`config.mk`:
```
export PLATFORM = sky130hd
export DESIGN_NAME = mult_serial_host_flat
export DESIGN_NICKNAME = d
export VERILOG_FILES = /design/src/rtl/mult_serial_host_pkg.sv /design/src/rtl/mult_serial_host_if.sv /design/src/rtl/mult_serial_capture.sv /design/src/rtl/mult_serial_host.sv /design/src/flat_wrapper.sv
export SDC_FILE = /design/constraint.sdc
export NUM_CORES = 1
export LEC_CHECK = 0
export CAP_MARGIN = 20
export CORE_UTILIZATION = 52
export CTS_BUF_LIST = sky130_fd_sc_hd__clkbuf_4 sky130_fd_sc_hd__clkbuf_8
export DETAILED_ROUTE_END_ITERATION = 10
export MAX_ROUTING_LAYER = met4
export PLACE_DENSITY = 0.76
export SLEW_MARGIN = 40
export SYNTH_ARGS = -nofsm -noshare
export SYNTH_HDL_FRONTEND = slang
export SYNTH_SLANG_ARGS = --single-unit
```
`constraint.sdc`:
```
create_clock -name clk -period 12.5 [get_ports clk]
set_input_delay 1.875 -clock clk [delete_from_list [all_inputs] [get_ports clk]]
set_output_delay 1.875 -clock clk [all_outputs]
set_load 0.01 [all_outputs]
```
`src/rtl/mult_serial_host_pkg.sv`:
```
// Shared types and constants for the serial multiplier host.
// Holds the FSM encoding, operand/product widths and default gap length.
package mult_serial_host_pkg;

   localparam int OPW          = 16;
   localparam int PW           = 32;
   localparam int WAIT_CYC_DEF = 2;

   typedef enum logic [2:0] {
      IDLE,
      SHIFT,
      GAP,
      CAPTURE,
      DONE
   } state_t;

   function automatic logic [PW-1:0] abs_diff(
      input logic [PW-1:0] x,
      input logic [PW-1:0] y
   );
      return (x >= y) ? (x - y) : (y - x);
   endfunction

endpackage

```
`src/rtl/mult_serial_host_if.sv`:
```
// Host-side request/result bundle of the serial multiplier host.
// The host drives start/operands; the block returns product and error.
interface mult_serial_host_if;
   import mult_serial_host_pkg::*;

   logic           start;
   logic [OPW-1:0] op_a;
   logic [OPW-1:0] op_b;
   logic           ready;
   logic [PW-1:0]  result;
   logic           result_valid;
   logic [PW-1:0]  err_dist;
   logic           err_nonzero;

   modport master (
      output start, op_a, op_b,
      input  ready, result, result_valid, err_dist, err_nonzero
   );

   modport slave (
      input  start, op_a, op_b,
      output ready, result, result_valid, err_dist, err_nonzero
   );

endinterface

```
`src/rtl/mult_serial_capture.sv`:
```
// Deserializer for the P0/P1 product streams.
// Sample j lands in result[j] (P0) and result[j+16] (P1).
module mult_serial_capture
   import mult_serial_host_pkg::*;
(
   input  logic          clk,
   input  logic          rst,
   input  logic          clr,
   input  logic          en,
   input  logic          p0,
   input  logic          p1,
   output logic          last,
   output logic [PW-1:0] result
);

   logic [3:0] cnt;

   // the 16th sample is the one taken with cnt at 15; cnt then wraps to 0
   assign last = en && (cnt == 4'd15);

   always_ff @(posedge clk or posedge rst) begin
      if (rst) begin
         cnt    <= 4'd0;
         result <= '0;
      end else if (clr) begin
         cnt    <= 4'd0;
         result <= '0;
      end else if (en) begin
         result[{1'b0, cnt}] <= p0;
         result[{1'b1, cnt}] <= p1;
         cnt                 <= cnt + 4'd1;
      end
   end

endmodule

```
`src/rtl/mult_serial_host.sv`:
```
// Host for an external bit-serial multiplier: serializes operands,
// waits the device latency, deserializes the product and scores its error.
module mult_serial_host
   import mult_serial_host_pkg::*;
#(
   parameter int WAIT_CYC = WAIT_CYC_DEF
) (
   input  logic                 clk,
   input  logic                 rst,
   mult_serial_host_if.slave    bus,
   output logic                 A_PAD,
   output logic                 B_PAD,
   output logic                 PAD_LOAD,
   input  logic                 P0,
   input  logic                 P1
);

   localparam logic [3:0] GAP_LOAD =
      (WAIT_CYC == 0) ? 4'd0 : 4'(WAIT_CYC - 1);

   state_t          state;
   logic [OPW-1:0]  a_q;
   logic [OPW-1:0]  b_q;
   logic [3:0]      bit_cnt;
   logic [3:0]      gap_cnt;
   logic            ready_q;
   logic            rv_q;
   logic [PW-1:0]   err_q;
   logic            errnz_q;
   logic [PW-1:0]   prod;
   logic [PW-1:0]   cap_result;
   logic            cap_last;
   logic            accept;
   logic            cap_en;

   assign accept = (state == IDLE) && bus.start;
   assign cap_en = (state == CAPTURE);
   assign prod   = {16'b0, a_q} * {16'b0, b_q};

   assign bus.ready        = ready_q;
   assign bus.result       = cap_result;
   assign bus.result_valid = rv_q;
   assign bus.err_dist     = err_q;
   assign bus.err_nonzero  = errnz_q;

   mult_serial_capture u_capture (
      .clk    (clk),
      .rst    (rst),
      .clr    (accept),
      .en     (cap_en),
      .p0     (P0),
      .p1     (P1),
      .last   (cap_last),
      .result (cap_result)
   );

   always_ff @(posedge clk or posedge rst) begin
      if (rst) begin
         state    <= IDLE;
         ready_q  <= 1'b1;
         A_PAD    <= 1'b0;
         B_PAD    <= 1'b0;
         PAD_LOAD <= 1'b0;
         a_q      <= '0;
         b_q      <= '0;
         bit_cnt  <= 4'd0;
         gap_cnt  <= 4'd0;
         rv_q     <= 1'b0;
         err_q    <= '0;
         errnz_q  <= 1'b0;
      end else begin
         rv_q <= 1'b0;
         unique case (state)
            IDLE: begin
               if (bus.start) begin
                  a_q      <= bus.op_a;
                  b_q      <= bus.op_b;
                  A_PAD    <= bus.op_a[0];
                  B_PAD    <= bus.op_b[0];
                  PAD_LOAD <= 1'b1;
                  bit_cnt  <= 4'd1;
                  ready_q  <= 1'b0;
                  state    <= SHIFT;
               end
            end
            SHIFT: begin
               // bit_cnt wraps to 0 once bit 15 has been driven
               if (bit_cnt == 4'd0) begin
                  A_PAD    <= 1'b0;
                  B_PAD    <= 1'b0;
                  PAD_LOAD <= 1'b0;
                  if (WAIT_CYC == 0) begin
                     state <= CAPTURE;
                  end else begin
                     gap_cnt <= GAP_LOAD;
                     state   <= GAP;
                  end
               end else begin
                  A_PAD   <= a_q[bit_cnt];
                  B_PAD   <= b_q[bit_cnt];
                  bit_cnt <= bit_cnt + 4'd1;
               end
            end
            GAP: begin
               if (gap_cnt == 4'd0) begin
                  state <= CAPTURE;
               end else begin
                  gap_cnt <= gap_cnt - 4'd1;
               end
            end
            CAPTURE: begin
               if (cap_last) begin
                  state <= DONE;
               end
            end
            DONE: begin
               err_q   <= abs_diff(prod, cap_result);
               errnz_q <= (prod != cap_result);
               rv_q    <= 1'b1;
               ready_q <= 1'b1;
               state   <= IDLE;
            end
            default: begin
               state <= IDLE;
            end
         endcase
      end
   end

endmodule
```
`src/flat_wrapper.sv`:
```
// flat-port wrapper written by rule: the top's interface ports become plain ports
module mult_serial_host_flat import mult_serial_host_pkg::*;
#(
   parameter int WAIT_CYC = WAIT_CYC_DEF
)
  (clk, rst, A_PAD, B_PAD, PAD_LOAD, P0, P1, bus_start, bus_op_a, bus_op_b, bus_ready, bus_result, bus_result_valid, bus_err_dist, bus_err_nonzero);
  mult_serial_host_if bus_i ();
  input  logic clk;
  input  logic rst;
  output logic A_PAD;
  output logic B_PAD;
  output logic PAD_LOAD;
  input  logic P0;
  input  logic P1;
  input wire logic [$bits(bus_i.start)-1:0] bus_start;
  input wire logic [$bits(bus_i.op_a)-1:0] bus_op_a;
  input wire logic [$bits(bus_i.op_b)-1:0] bus_op_b;
  output wire logic [$bits(bus_i.ready)-1:0] bus_ready;
  output wire logic [$bits(bus_i.result)-1:0] bus_result;
  output wire logic [$bits(bus_i.result_valid)-1:0] bus_result_valid;
  output wire logic [$bits(bus_i.err_dist)-1:0] bus_err_dist;
  output wire logic [$bits(bus_i.err_nonzero)-1:0] bus_err_nonzero;
  assign bus_i.start = bus_start;
  assign bus_i.op_a = bus_op_a;
  assign bus_i.op_b = bus_op_b;
  assign bus_ready = bus_i.ready;
  assign bus_result = bus_i.result;
  assign bus_result_valid = bus_i.result_valid;
  assign bus_err_dist = bus_i.err_dist;
  assign bus_err_nonzero = bus_i.err_nonzero;
  mult_serial_host #(.WAIT_CYC(WAIT_CYC)) u_core (.clk(clk), .rst(rst), .bus(bus_i), .A_PAD(A_PAD), .B_PAD(B_PAD), .PAD_LOAD(PAD_LOAD), .P0(P0), .P1(P1));
endmodule
```
==> impl_metrics.json <==
{
  "outcome": "complete, no violations",
  "grt_max_degree": 74,
  "cts-root-buf": "clkbuf_8",
  "die_w_um": 183,
  "ant_nets": 0,
  "grt_pass1_wl_um": 74900,
  "dp_hpwl_um": 36000,
  "end_kind": "flop",
  "gp_congestion": 0.899,
  "worstPathRequired_ns": 12.87,
  "antenna_found_initial": 1,
  "drc": 0,
  "async_reset_ff_frac": 1.00,
  "wl_per_cell_um": 18.9,
  "hold_class": "reg -> reg",
  "finalWorstPathRequiredPeriod_ns": 9.47,
  "cts_repair_resize_count": 0,
  "synth_seq_cells": 117,
  "insertion_delay_ns": 0.49,
  "grt_use_total": 0.297,
  "synth-main-ff-cell": "dfrtp_1",
  "yosysSeqAreaShare": 0.172,
  "core_um2": 31900,
  "dr.first_iter.drc_count": 1036,
  "seqCellArea_um2": 2930,
  "clk_pin_slew_ns": 0.08,
  "syn_nets": 2368,
  "final_layout_size_suffix_gt1_frac": 0.0509,
  "worst_pin_slew_ns": 0.828,
  "grt_setup_unrepaired": "false",
  "crit_path_max_fanout": 31,
  "pin_count": 107,
  "portBuffers": 106,
  "critPathArrivalTime_ns": 9.84,
  "die_h_um": 183,
  "finalHoldViolations": 0,
  "start_util": 0.535,
  "final.setup.tns_ns": 0,
  "cts-htree-levels": 4,
  "crit_buf_inv": 6,
  "drv_slew": 0,
  "grt_pass1_vias": 14300,
  "cts.sinks": 117,
  "fmax_ghz": 0.106,
  "synth_warnings": 0,
  "area_growth_pct": 9.47,
  "num_rows": 65,
  "wl_um": 46100,
  "start_kind": "flop",
  "vias": 14000,
  "setup_viol": 0,
  "postCtsHoldBufs": 0,
  "clock_path_buffers": 2,
  "syn-instance-count": 1960,
  "fillers": 2893,
  "yosysUniqueCellTypes": 78,
  "cts_buffers": 17,
  "netlist_area_um2": 17100,
  "antennaDiodeCount": 0,
  "viasPerCell": 5.75,
  "final_nets": 2397,
  "cts_setup_buffers": 0,
  "critPathKind": "reg -> reg",
  "synth-edff-count": 0,
  "max_stage_delay_ns": 0.84,
  "multi_input_area_um2": 12500,
  "max_slew_margin": 0.448,
  "avgSynthCellArea_um2": 8.71,
  "worst_path_max_delay_cell": "dfrtp_1",
  "gr-total-overflow": 0,
  "worst_path_most_repeated_cell": "fa_1",
  "firstDrtPassIters": 7,
  "cts_tree": "done",
  "fin_crit_sh": 0.758,
  "critPathTopFamily": "adder cells",
  "timing.clock.skew_ns": 0.0174,
  "drv_cap": 0,
  "dieArea_um2": 33500
}
## state kept, by name (all words and copies together), names as in the netlist
name / count
u_core.bus.err_dist: 32
u_core.u_capture.result: 32
u_core.a_q: 16
u_core.b_q: 16
u_core.bit_cnt: 4
u_core.gap_cnt: 4
u_core.u_capture.cnt: 4
u_core.state: 3
u_core.A_PAD: 1
u_core.B_PAD: 1
u_core.PAD_LOAD: 1
u_core.bus.err_nonzero: 1
u_core.bus.ready: 1
u_core.bus.result_valid: 1
## cells in the final DEF (no fill, tap or decap), types with 19 or more instances in the layout
master           instances
and2_1                 123
mux2_2                  32
a21oi_1                 88
fa_1                   196
inv_1                  311
nor2_1                  61
o21ai_1                 21
nand3_1                 31
nor3_1                  19
nand2_1                274
xnor2_1                 38
o31ai_1                 43
clkdlybuf4s50_1        106
a21o_1                  54
o21ai_0                 50
ha_1                   175
dfrtp_1                116
xor2_1                  30
## synth_stat cells, types with 3 or more instances
master    instances  area (um2)
nor3b_1           3        22.5
o211a_1           3        30.0
a211o_1           3        26.3
nand2b_1         15        93.8
mux2_2           32         360
nor4_1            3        18.8
nor2_1           61         229
buf_2            19        95.1
mux2i_1           8        80.1
ha_1            175        2190
nor3_1           19        95.1
a31oi_1          12        75.1
and3_1           12        75.1
clkbuf_1         75         282
inv_1           312        1170
nand4_1          14        87.6
o31ai_1          44         330
a21oi_1          88         440
nand2_1         275        1030
buf_6             5        56.3
xor2_1           30         263
o21bai_1          8        60.1
dfrtp_1         116        2900
nand3_1          31         155
fa_1            196        3920
o21ai_0          50         250
a21o_1           54         405
o211ai_1         10        75.1
buf_1             3        11.3
xnor2_1          38         333
nor2b_1           9        56.3
mux4_2           10         225
a211oi_1         12        90.1
and2_1          123         769
o21a_1           12        90.1
or3_1             4        25.0
o21ai_1          21         105
## logic make-up (layout without fill, tap and decap cells)
family	after synthesis	count (layout)	share of synthesized area
and+or+nand+nor	583	583	0.163
DFF	117	117	0.172
adders and majority gates	371	371	0.358
xor gates and xnor gates	68	68	0.0349
AOI/OAI and AO/OA	355	355	0.138
muxes	50	50	0.0390
buffers and inverters	416	458	0.0955
## tightest hold or removal path, cell delays in order (launching register included)
cell and delay (ns):
dfrtp_1 0.35, nand2_1 0.04, o21ai_0 0.06
## routing by layer
layer | vias to the layer above | global-route usage | wire (um)
li1 | 6411 | - | -
met1 | 7053 | 0.392 | 19700
met2 | 486 | 0.476 | 22400
met3 | 74 | 0.0397 | 2960
met4 | 0 | 0.0897 | 1050
met5 | - | - | 0
## layout make-up
cell class	count	area share
clock buffer	19	0.0133
clock inverter	13	0.00717
inverter	312	0.0628
multi-input combinational	1427	0.671
sequential	117	0.157
tap	435	0.0291
timing repair buffer	114	0.0602
## per-stage QoR
step	setup slack, ns	util	hold slack, ns	cell area (um2)	cells
after floorplan	4.16	-	0.469	17100	1960
final	3.03	0.586	0.480	18700	2437
after global placement	3.47	0.573	0.464	18300	2405
after CTS	3.14	0.586	0.488	18700	2437
after global routing	2.43	0.586	0.506	18700	2437
after detailed placement	3.18	0.574	0.471	18300	2405
## worst paths after layout
check                                  startpoint  slack (ns)                           to  depth (start not counted)
min in group asynchronous                     rst        1.80   u_core.u_capture.result[6]                          2
hold / removal             u_core.bus.err_dist[7]        0.48       u_core.bus.err_dist[7]                          2
hold reg to reg            u_core.bus.err_dist[7]        0.48       u_core.bus.err_dist[7]                          2
setup / recovery                    u_core.b_q[7]        3.03       u_core.bus.err_dist[3]                         33
max in group asynchronous                     rst        9.55  u_core.u_capture.result[31]                          3
setup reg to reg                    u_core.b_q[7]        3.03       u_core.bus.err_dist[3]                         33
Power is not shown: default switching activity piles up to over one toggle a cycle in this logic, so the estimate is an artifact.
